**src/rtl/sonido_pkg.sv**
```systemverilog
// Shared buzzer definitions: note codes, game states, arbiter states, jingle tables.
// Imported by the tone arbiter and its timer.
package sonido_pkg;

  localparam logic [2:0] SIL = 3'd0;
  localparam logic [2:0] FA  = 3'd1;
  localparam logic [2:0] RE  = 3'd2;
  localparam logic [2:0] SOL = 3'd3;
  localparam logic [2:0] DO  = 3'd4;
  localparam logic [2:0] SIB = 3'd5;

  localparam logic [2:0] OFF  = 3'd0;
  localparam logic [2:0] WLCM = 3'd1;
  localparam logic [2:0] CH   = 3'd2;
  localparam logic [2:0] GAME = 3'd3;
  localparam logic [2:0] WL   = 3'd4;
  localparam logic [2:0] PA   = 3'd5;

  typedef enum logic [1:0] {
    IDLE,
    CLICK,
    JINGLE
  } arb_state_t;

  localparam logic [1:0] SRC_NONE   = 2'd0;
  localparam logic [1:0] SRC_MUSIC  = 2'd1;
  localparam logic [1:0] SRC_CLICK  = 2'd2;
  localparam logic [1:0] SRC_JINGLE = 2'd3;

  // Note 0 sits in the low bits
  localparam logic [11:0] WIN_TBL  = {SIB, SOL, FA, DO};
  localparam logic [11:0] LOSE_TBL = {DO, RE, FA, SOL};

  function automatic logic [2:0] jingle_note(
    input logic       win,
    input logic [1:0] idx
  );
    logic [11:0] tbl;
    tbl = win ? WIN_TBL : LOSE_TBL;
    return tbl[3*idx +: 3];
  endfunction

endpackage

```
**src/rtl/ms_tick_gen.sv**
```systemverilog
// Millisecond prescaler: counts clk cycles and pulses tick on the last one.
// A synchronous clear restarts the count from zero.
module ms_tick_gen #(
  parameter int TICK_DIV = 27000
) (
  input  logic clk,
  input  logic rst_n,
  input  logic clr,
  output logic tick
);

  localparam int PW = (TICK_DIV > 1) ? $clog2(TICK_DIV) : 1;
  localparam logic [PW-1:0] LAST = PW'(TICK_DIV - 1);

  logic [PW-1:0] presc;

  always_ff @(posedge clk) begin
    if (!rst_n) begin
      presc <= '0;
    end else if (clr || presc == LAST) begin
      presc <= '0;
    end else begin
      presc <= presc + 1'b1;
    end
  end

  assign tick = (presc == LAST);

endmodule

```
**src/rtl/tone_arbiter.sv**
```systemverilog
// Buzzer note arbiter: jingle > click > music, registered note/source outputs.
// Define TONE_ARB_GAP_EN to insert GAP_MS of silence between jingle notes.
import sonido_pkg::*;

module tone_arbiter #(
  parameter int TICK_DIV = 27000,
  parameter int CLICK_MS = 100,
  parameter int NOTE_MS  = 150,
  parameter int GAP_MS   = 20
) (
  input  logic       clk,
  input  logic       rst_n,
  input  logic       key_pressed,
  input  logic       jingle_req,
  input  logic [1:0] jingle_sel,
  input  logic       music_en,
  input  logic [2:0] music_note,
  output logic [2:0] note_out,
  output logic [1:0] active_src,
  output logic       busy,
  output logic       jingle_done
);

`ifdef TONE_ARB_GAP_EN
  localparam bit GAP_ON = 1'b1;
`else
  localparam bit GAP_ON = 1'b0;
`endif

  localparam logic [15:0] CLICK_LAST = 16'(CLICK_MS - 1);
  localparam logic [15:0] NOTE_LAST  = 16'(NOTE_MS - 1);
  localparam logic [15:0] GAP_LAST   = 16'(GAP_MS - 1);

  arb_state_t  state, state_n;
  logic        key_q;
  logic        win, win_n;
  logic [1:0]  idx, idx_n;
  logic        gap, gap_n;
  logic [15:0] ms_cnt;
  logic        tick;
  logic        tmr_clr;
  logic        done_n;
  logic        key_rise;
  logic        jreq_ok;
  logic [2:0]  note_n;
  logic [1:0]  src_n;

  assign key_rise = key_pressed & ~key_q;
  assign jreq_ok  = jingle_req &
                    (jingle_sel == 2'b01 || jingle_sel == 2'b10);

  ms_tick_gen #(
    .TICK_DIV (TICK_DIV)
  ) u_tick (
    .clk   (clk),
    .rst_n (rst_n),
    .clr   (tmr_clr),
    .tick  (tick)
  );

  always_ff @(posedge clk) begin
    if (!rst_n) begin
      ms_cnt <= '0;
    end else if (tmr_clr) begin
      ms_cnt <= '0;
    end else if (tick) begin
      ms_cnt <= ms_cnt + 16'd1;
    end
  end

  always_comb begin
    state_n = state;
    win_n   = win;
    idx_n   = idx;
    gap_n   = gap;
    tmr_clr = 1'b0;
    done_n  = 1'b0;
    unique case (state)
      IDLE: begin
        if (jreq_ok) begin
          state_n = JINGLE;
          win_n   = (jingle_sel == 2'b01);
          idx_n   = 2'd0;
          gap_n   = 1'b0;
          tmr_clr = 1'b1;
        end else if (key_rise) begin
          state_n = CLICK;
          tmr_clr = 1'b1;
        end
      end
      CLICK: begin
        if (jreq_ok) begin
          state_n = JINGLE;
          win_n   = (jingle_sel == 2'b01);
          idx_n   = 2'd0;
          gap_n   = 1'b0;
          tmr_clr = 1'b1;
        end else if (key_rise) begin
          tmr_clr = 1'b1;
        end else if (tick && ms_cnt == CLICK_LAST) begin
          state_n = IDLE;
          tmr_clr = 1'b1;
        end
      end
      JINGLE: begin
        if (jreq_ok) begin
          win_n   = (jingle_sel == 2'b01);
          idx_n   = 2'd0;
          gap_n   = 1'b0;
          tmr_clr = 1'b1;
        end else if (GAP_ON && gap) begin
          if (tick && ms_cnt == GAP_LAST) begin
            gap_n   = 1'b0;
            idx_n   = idx + 2'd1;
            tmr_clr = 1'b1;
          end
        end else if (tick && ms_cnt == NOTE_LAST) begin
          tmr_clr = 1'b1;
          if (idx == 2'd3) begin
            state_n = IDLE;
            done_n  = 1'b1;
          end else if (GAP_ON) begin
            gap_n = 1'b1;
          end else begin
            idx_n = idx + 2'd1;
          end
        end
      end
      default: begin
        state_n = IDLE;
      end
    endcase
  end

  // Outputs follow the state being entered, so they land on the same edge
  always_comb begin
    note_n = SIL;
    src_n  = SRC_NONE;
    unique case (state_n)
      IDLE: begin
        note_n = music_en ? music_note : SIL;
        src_n  = music_en ? SRC_MUSIC : SRC_NONE;
      end
      CLICK: begin
        note_n = FA;
        src_n  = SRC_CLICK;
      end
      JINGLE: begin
        note_n = gap_n ? SIL : jingle_note(win_n, idx_n);
        src_n  = SRC_JINGLE;
      end
      default: begin
        note_n = SIL;
        src_n  = SRC_NONE;
      end
    endcase
  end

  always_ff @(posedge clk) begin
    if (!rst_n) begin
      state       <= IDLE;
      key_q       <= 1'b0;
      win         <= 1'b0;
      idx         <= 2'd0;
      gap         <= 1'b0;
      note_out    <= SIL;
      active_src  <= SRC_NONE;
      busy        <= 1'b0;
      jingle_done <= 1'b0;
    end else begin
      state       <= state_n;
      key_q       <= key_pressed;
      win         <= win_n;
      idx         <= idx_n;
      gap         <= gap_n;
      note_out    <= note_n;
      active_src  <= src_n;
      busy        <= (state_n != IDLE);
      jingle_done <= done_n;
    end
  end

endmodule

```
**config.mk**
```make
export PLATFORM = sky130hd
export DESIGN_NAME = tone_arbiter
export DESIGN_NICKNAME = d
export VERILOG_FILES = /design/src/rtl/sonido_pkg.sv /design/src/rtl/ms_tick_gen.sv /design/src/rtl/tone_arbiter.sv
export SDC_FILE = /design/constraint.sdc
export NUM_CORES = 1
export LEC_CHECK = 0
export BUFFER_PORTS_ARGS = -buffer_cell sky130_fd_sc_hd__buf_2
export CAP_MARGIN = 10
export CORE_MARGIN = 2
export CORE_UTILIZATION = 55
export CTS_CLUSTER_DIAMETER = 200
export DETAILED_ROUTE_END_ITERATION = 16
export PLACE_DENSITY = 0.74
export SYNTH_ARGS = -nofsm -noshare
export SYNTH_HDL_FRONTEND = slang
export SYNTH_SLANG_ARGS = --single-unit
```
**constraint.sdc**
```tcl
create_clock -name clk -period 6.2 [get_ports clk]
set_input_delay 0.93 -clock clk [delete_from_list [all_inputs] [get_ports clk]]
set_output_delay 0.93 -clock clk [all_outputs]
set_load 0.01 [all_outputs]
```
==> run summary, run 1 <==
The routed via count divided by cell count is 5.60, and the data required time of the worst path is 6420 ps. The clock transition at the register clock pins on the worst setup and hold paths after CTS was 90 ps; the number of antenna cells inserted was 0. Setup repair after global routing left no endpoint under its margin. At the later pin of the worst-skew pair, clock insertion delay measures 310 ps.

The detailed-router iteration count before antenna repair is 4. The most numerous cell type found on the critical path is ha_1. The clock buffer count from CTS was 5.

The primary flip-flop cell chosen by synthesis mapping is dfxtp_1. At the pin with the least slew margin, the transition time is 1110 ps. In this run the static leakage power is 0.906 nW.

When the netlist entered floorplanning its net count stood at 296. The total track usage was 19.5%. The top cell type by area accounts for 38.7% of the synthesized area. The via count of the first global-routing pass was 1694; the count of final hold-check violations was 0. The number of enable flip-flop cells after synthesis was 0.

The most common cell in the netlist is dfxtp_1. Of the cells placed in the final design, the portion with a size suffix greater than 1 is 11.4%. The longest clock path from root to sink contains 2 buffers. The share of synthesized flip-flops with an asynchronous set or reset is 0%, and the wire length reported by the detailed router is 4540 µm. The count of cells in the finished layout, fillers not included, comes to 340. The smallest clock period supported by the final layout is computed as 3460 ps.

During placement, the flow inserted port buffers numbering 16. After floorplanning, the core was divided into 23 placement rows. In this run the critical register-to-register path is captured at note_out[0]$_SDFF_PN0_. TritonCTS built the clock tree.

After the last flow step, the layout net total stands at 312. The worst hold path cell count was 1. The part of the cycle the worst path needs works out to 55.8%. The critical path class was flip-flop to flip-flop. The tools report the leftover overflow at the end of global routing as 0. In this run the number of H-tree levels came out at 2.

The tools report the start point of the worst min-delay path as u_tick.presc[0]$_SDFF_PP0_. Of all cell types, the one taking the most synthesized area is dfxtp_1. CTS placed an instance of clkbuf_8 at the clock tree root. IR analysis of the VDD net gives a maximum drop of 115 µV.

A synthesized cell averages 8.49 µm². The count of final max-slew check failures was 0. By count the netlist is led by dfxtp_1, nor2_1, xnor2_1.

On the final layout, the worst hold slack is 500 ps. The tools report the element type at the critical path start as a flip-flop. The run gives 4770 µm² as the area of the die. The run finished with clean final reports.

Ratio of total power to cell area: 247 nW/µm². The die outline height was 69.0 µm. From synthesis to final layout, the design area changed by 8.88%. The remaining number of nets flagged by the antenna check after routing came out at 0. The tools report the cell count after synthesis as 274. The hold path endpoint was u_tick.presc[0]$_SDFF_PP0_. The worst stage delay on the critical path was 490 ps. The routed wire length per instance was 13.4 µm; the instance area after placement was 2440 µm². Counting cells, the worst reg-to-reg path comes to 11. The Yosys step of the flow raised 0 warnings. The share of the Yosys chip area taken by registers is 38.7%.

Summing every instance area after synthesis gives 2330 µm². Entering global routing, the biggest net connects 32 pins. Walking the worst path, the cells encountered are ha_1 -> nor4bb_1 -> nand4b_1 -> or3_4 -> a221o_1 -> and2_2 -> ha_1 -> nor2_1 -> nand3_1 -> a21o_1 -> o32ai_1. During I/O placement, the number of pins put on the boundary was 17. The congestion estimate from routability-driven global placement came to 0.834.

Summed over all nets, the half-perimeter wirelength after detailed placement is 3250 µm. The largest fanout of any net on the critical path is 6. Across the run, the number of max-cap violations was 0. Clock skew on the completed layout was measured at 10.5 ps. After routing the design area is 2530 µm². The tools report the post-cts sizing count as 0.

Ranked by total cell area, the synthesized netlist is headed by dfxtp_1, xnor2_1, nor2_1. The clock sink total is 45, and the highest clock rate is 289 MHz. For this block, the initial DRC count from the detailed router was 110. The first global-routing pass estimated 7620 µm of wire.

The effective utilization at floorplan is 57.7%, and the number of setup buffers added after CTS is 0. Among all stages on the critical path, the largest delay is contributed by or3_4. The number of storage elements in the synthesis netlist was 45; the instance count after placement with tap cells included was 333.

The logs give 62.9% for the final core utilization and 3680 ps for the arrival time of the worst setup path. For this block, the via count after detailed routing is 1903. The setup violation total in the final timing report was 0; the number of remaining DRC errors was 0. The horizontal extent of the die was 69.0 µm; the number of distinct library cell variants in the gate-level netlist after synthesis was 49. In this run the standard cell core region covers 4030 µm².

Beginning of the worst register-to-register path: u_tick.presc[0]$_SDFF_PP0_. For this design, the CTS-stage hold fixing added 0 buffers. After routing, the total negative slack on setup checks comes to 0 ps. Kind of path behind the tightest hold check: flip-flop to flip-flop.

Headroom to the max-slew limit came out at 25.8%. STA classifies the critical path endpoint as a flip-flop. The tools report the worst-case register-to-register setup slack as 2740 ps.

The number of antenna violations at the first check in global routing was 0.
==> worst max-delay path by stage <==
stage / from / end / slack [ps] / depth (start not counted)
global placement: jingle_sel[1] / note_out[0]$_SDFF_PN0_ / 2700 / 13
CTS: u_tick.presc[0]$_SDFF_PP0_ / note_out[0]$_SDFF_PN0_ / 2740 / 11
detailed placement: jingle_sel[1] / note_out[0]$_SDFF_PN0_ / 2630 / 13
finish: u_tick.presc[0]$_SDFF_PP0_ / note_out[0]$_SDFF_PN0_ / 2740 / 11
global route: u_tick.presc[0]$_SDFF_PP0_ / note_out[0]$_SDFF_PN0_ / 2500 / 11
floorplan: jingle_sel[1] / note_out[0]$_SDFF_PN0_ / 2830 / 13
==> layer usage <==
metal	global-route usage [%]	vias to the layer above	wire length (µm)
li1	-	986	-
met1	27.3	882	2350
met2	29.4	30	1950
met3	4.53	5	200
met4	7.19	0	40
met5	0	-	0
==> registers in the layout, summed over array words and instances (netlist names) <==
name and cells:
active_src 2, busy 1, gap 1, idx 2, jingle_done 1, key_q 1
ms_cnt 16, note_out 3, state 2, u_tick.presc 15, win 1
==> layout make-up <==
class	count	area [µm²]
fill	363	1500
multi-input combinational	208	1350
sequential	45	901
clock buffer	6	82.6
timing repair buffer	16	80.1
tap	50	62.6
inverter	14	52.6
clock inverter	1	7.51
==> power breakdown <==
part | total (W) | switching (W) | leakage, nW | internal, W
clock network | 0.000188 | 0.0000994 | 0.0433 | 0.0000881
registers | 0.000313 | 0.00000786 | 0.365 | 0.000305
logic | 0.000126 | 0.0000751 | 0.498 | 0.0000505
==> cell usage in the layout, fill, tap and decap left out, drive strengths merged, types with 3 or more instances in the layout <==
cell type / count
nor4: 3
inv: 14
and2: 8
nor2: 44
dfxtp: 45
o21ai: 6
buf: 16
clkbuf: 6
nand2: 15
a21oi: 5
or4: 4
xor2: 7
ha: 12
and3: 3
and4: 3
nor3: 15
xnor2: 20
nand4: 14
nor2b: 5
nand3: 12
==> worst max-delay path: cells and delay by family, from the launching register on <==
kind	cells	cell delay, ps
flops	1	380
simple gates	6	1920
fa+ha+maj	2	420
compound gates	3	660
==> kinds of logic (layout without fill, tap and decap cells) <==
| group | Yosys count | after routing | synth area share, % |
|---|---|---|---|
| AOI/OAI and AO/OA | 27 | 27 | 8.18 |
| xor gates and xnor gates | 27 | 27 | 10.2 |
| adders and majority gates | 12 | 12 | 6.45 |
| buffers and inverters | 21 | 37 | 3.39 |
| DFF | 45 | 45 | 38.7 |
| muxes | 2 | 2 | 0.861 |
| and+or+nand+nor | 140 | 140 | 32.2 |
==> through the flow <==
stage	total power [W]	setup WS, ps
global route	0.000662	2500
finish	0.000626	2740
global placement	0.000442	2700
CTS	0.000631	2740
floorplan	0.000409	2830
detailed placement	0.000444	2630
Power figures use the tool's default switching activity.
==> run 2, diff against run 1 <==
- clock period: 6.2 -> 3.25 ns (I/O delays scaled with it)
==> run 2 against run 1 <==
Effect of this change: critical path depth fell by 2; critical endpoint unchanged; cell count rose by 2.9%; first-iteration DRC count rose by 46%; cell area rose by 3.7%; largest power group unchanged; highest routed layer unchanged; non-clock buffer count rose by 10; sequential share of layout area fell by 1.2 points.
==> run summary, run 2 (same netlist as run 1, synthesis figures left out) <==
The flow ran to the end, and the final reports show no timing, DRC or antenna violations. The setup TNS is 0 ps (unchanged), and the instance count after placement with tap cells included is 343 (+3.0%). The run gives 0 (unchanged) as the count of final max-slew check failures.

The violation count after the first detailed-route iteration is 161 (+46%), and the clock buffer count from CTS is 5 (unchanged). The tools report the cell at the root of the clock tree as clkbuf_8. The number of port buffers is 16 (unchanged), and the routed wire length per instance is 13.9 µm (+4.2%). The most critical setup path has its startpoint at ms_cnt[12]$_SDFFE_PP0N_.

Die outline height: 69.0 µm (unchanged). The logs give 32 (unchanged) for the largest net degree at the start of global routing and 110 ps (-2630 ps) for the worst-case register-to-register setup slack. The non-filler instance count after layout is 350 (+2.9%), and the share of post-route cells with drive strength above 1 is 15.7% (+4.3 points). Setup repair after global routing left no endpoint under its margin. The global placer's final weighted congestion was 0.827 (-0.83%); the met2 wire length was 2310 µm (+19%). The final period demand of the worst path was 3140 ps (-318 ps). The detailed-router iteration count before antenna repair is 4 (unchanged), and the relative slew slack is 70.5% (+45 points).

Power consumption: 0.00122 W (+94%). For the worst hold-check slack, the log shows 401 ps (-98.8 ps). TritonCTS built the clock tree.

For the area used by multi-input combinational logic, the log shows 1370 µm² (+1.6%). The number of flip-flops under the largest register name is 16 (unchanged). Floorplan row count: 23 (unchanged). The largest registers in the layout are ms_cnt x16, u_tick.presc x15, note_out x3. The horizontal extent of the die was 69.0 µm (unchanged); the boundary pin count was 17 (unchanged). Clock transition at the register clock pins on the worst setup and hold paths after CTS: 80 ps (about the same). STA classifies the critical path endpoint as a flip-flop. The length in cells of the worst reg-to-reg path came out at 9 (-2). Compared with the post-synthesis result, the final layout area differs by 12.9%. The total number of nets in the final design is 322 (+3.2%). The library cell used most frequently in the layout, excluding fill and tap cells, is dfxtp_1. The beginning of the worst register-to-register path was ms_cnt[12]$_SDFFE_PP0N_. The via count of the first global-routing pass was 1815 (+7.1%); the arrival time of the worst setup path was 3350 ps (-330 ps).

The highest clock rate is 318 MHz (+10%), and the count of final hold-check violations is 0 (unchanged). The ratio of total power to cell area was 463 nW/µm² (+87%). The wire length reported by the detailed router was 4870 µm (+7.2%). The data required time of the worst path came out at 3460 ps (-2960 ps).

The largest fanout of any net on the critical path is 5 (-1). In the layout the commonest cells are dfxtp_1, nor2_1, xnor2_1. Element type at the critical path start: a flip-flop.

Core area: 4030 µm² (unchanged). The start point of the worst min-delay path is key_pressed. The tools report the instance area after placement as 2520 µm² (+3.1%).

Clock sink total: 45 (unchanged). The tools report the worst-case vdd ir drop as 221 µV (+92%). The run gives 21.3% (+1.8 points) as the total track usage. The remaining number of nets flagged by the antenna check after routing is 0 (unchanged). The maximum root-to-sink buffer count was 2 (unchanged). The leftover overflow at the end of global routing was 0 (unchanged); the area taken by flip-flops and latches was 902 µm² (+0.14%). Capture point of the worst path: note_out[0]$_SDFF_PN0_. The logs give 310 ps (about the same) for the clock insertion delay at the later pin of the skew report and 1999 (+5.0%) for the vias after detailed routing.

The worst register-to-register path ends at note_out[0]$_SDFF_PN0_. The max-capacitance violation count was 0 (unchanged); the final setup skew was 9.38 ps (-1.13 ps). By startpoint and endpoint, the worst setup path is classified as flip-flop to flip-flop. For the static power due to leakage, the log shows 0.958 nW (+5.7%). The run gives 2630 µm² (+3.7%) as the final design instance area without fill.

For the number of antenna violations at the first check in global routing, the log shows 0 (unchanged). The tools report the H-tree level count as 2 (unchanged). For the number of remaining DRC errors, the log shows 0 (unchanged). The HPWL after detailed placement was 3540 µm (+9.0%); the setup violation total in the final timing report was 0 (unchanged).

The effective utilization at floorplan is 57.7% (unchanged). The met3 layer wire length in the routed design is 224 µm (+12%). Ranked by flip-flop count, first place goes to ms_cnt. Met1 routed wirelength after detailed routing: 2260 µm (-3.8%). The highest metal layer used by the detailed router was met4.

Routed via count divided by cell count: 5.71 (+2.0%). The path class of the tightest hold or removal check is input pin to flip-flop. The first-pass GRT wire length was 8310 µm (+9.2%). Part of the cycle the worst path needs: 96.7% (+41 points).

The run gives 0 (unchanged) as the number of antenna cells inserted. For the area of the die, the log shows 4770 µm² (unchanged). The number of inserted filler cells in the final layout is 354 (-2.5%), and the transition time of the tightest slew-check pin is 439 ps (-675 ps).
-- run 2: cell count changes in the layout (fill, tap and decap cells not counted), sizes merged --
cell,delta
buf,+10
clkbuf,+1
clkinvlp,-1
-- run 2: worst min-delay path by stage --
stage | endpoint | slack, ps | cells after the start
after floorplan | gap$_SDFF_PN0_ | 450 | 2
after CTS | key_q$_SDFF_PN0_ | 400 | 2
final | key_q$_SDFF_PN0_ | 400 | 2
after detailed placement | u_tick.presc[0]$_SDFF_PP0_ | 480 | 1
after global placement | u_tick.presc[0]$_SDFF_PP0_ | 470 | 1
after global routing | key_q$_SDFF_PN0_ | 410 | 2
-- run 2: routing by layer --
layer | vias up | track usage, %
met4 | 0 | 7.19
met1 | 941 | 28.7
met3 | 8 | 5.41
li1 | 1011 | -
met5 | - | 0
met2 | 39 | 33.4
-- run 2: through the flow --
| step | utilization, % | setup WS [ps] |
|---|---|---|
| 2_1_floorplan | - | 95.4 |
| 3_3_place_gp | 62.5 | 117 |
| 3_5_place_dp | 62.5 | 22.7 |
| 4_1_cts | 64.6 | 15.7 |
| 5_1_grt | 65.2 | 8.28 |
| 6_report | 65.2 | 107 |
-- run 2: final cells by class --
class	instances	share of cell area, %
multi-input cells	208	52.1
flip-flops and latches	45	34.3
repair buffers	26	5.91
inverters	14	2.00
clock buffers	7	3.29
well taps	50	2.38
-- run 2: critical path, cell delays in order (launching register included) --
cell     delay (ps)
dfxtp_2         340
or4_4           550
or4_4           550
or3_4           350
a221o_1         320
and2_2          230
inv_1            90
ha_1            260
a31oi_1         110
o32ai_1         240
-- run 2: timing repair --
item	4_1_cts	5_1_grt
setup endpoints to repair	1	4
resized for setup	0	6
buffers inserted	0	0
hold buffers	0	0
pin swaps	2	2
-- run 2: power breakdown --
group          total, W  internal (W)  leakage [nW]  switching [W]
sequential     0.000599      0.000582         0.365      0.0000168
clock          0.000349      0.000169        0.0443       0.000181
combinational  0.000269      0.000116         0.548       0.000153
total           0.00122      0.000867         0.958       0.000350
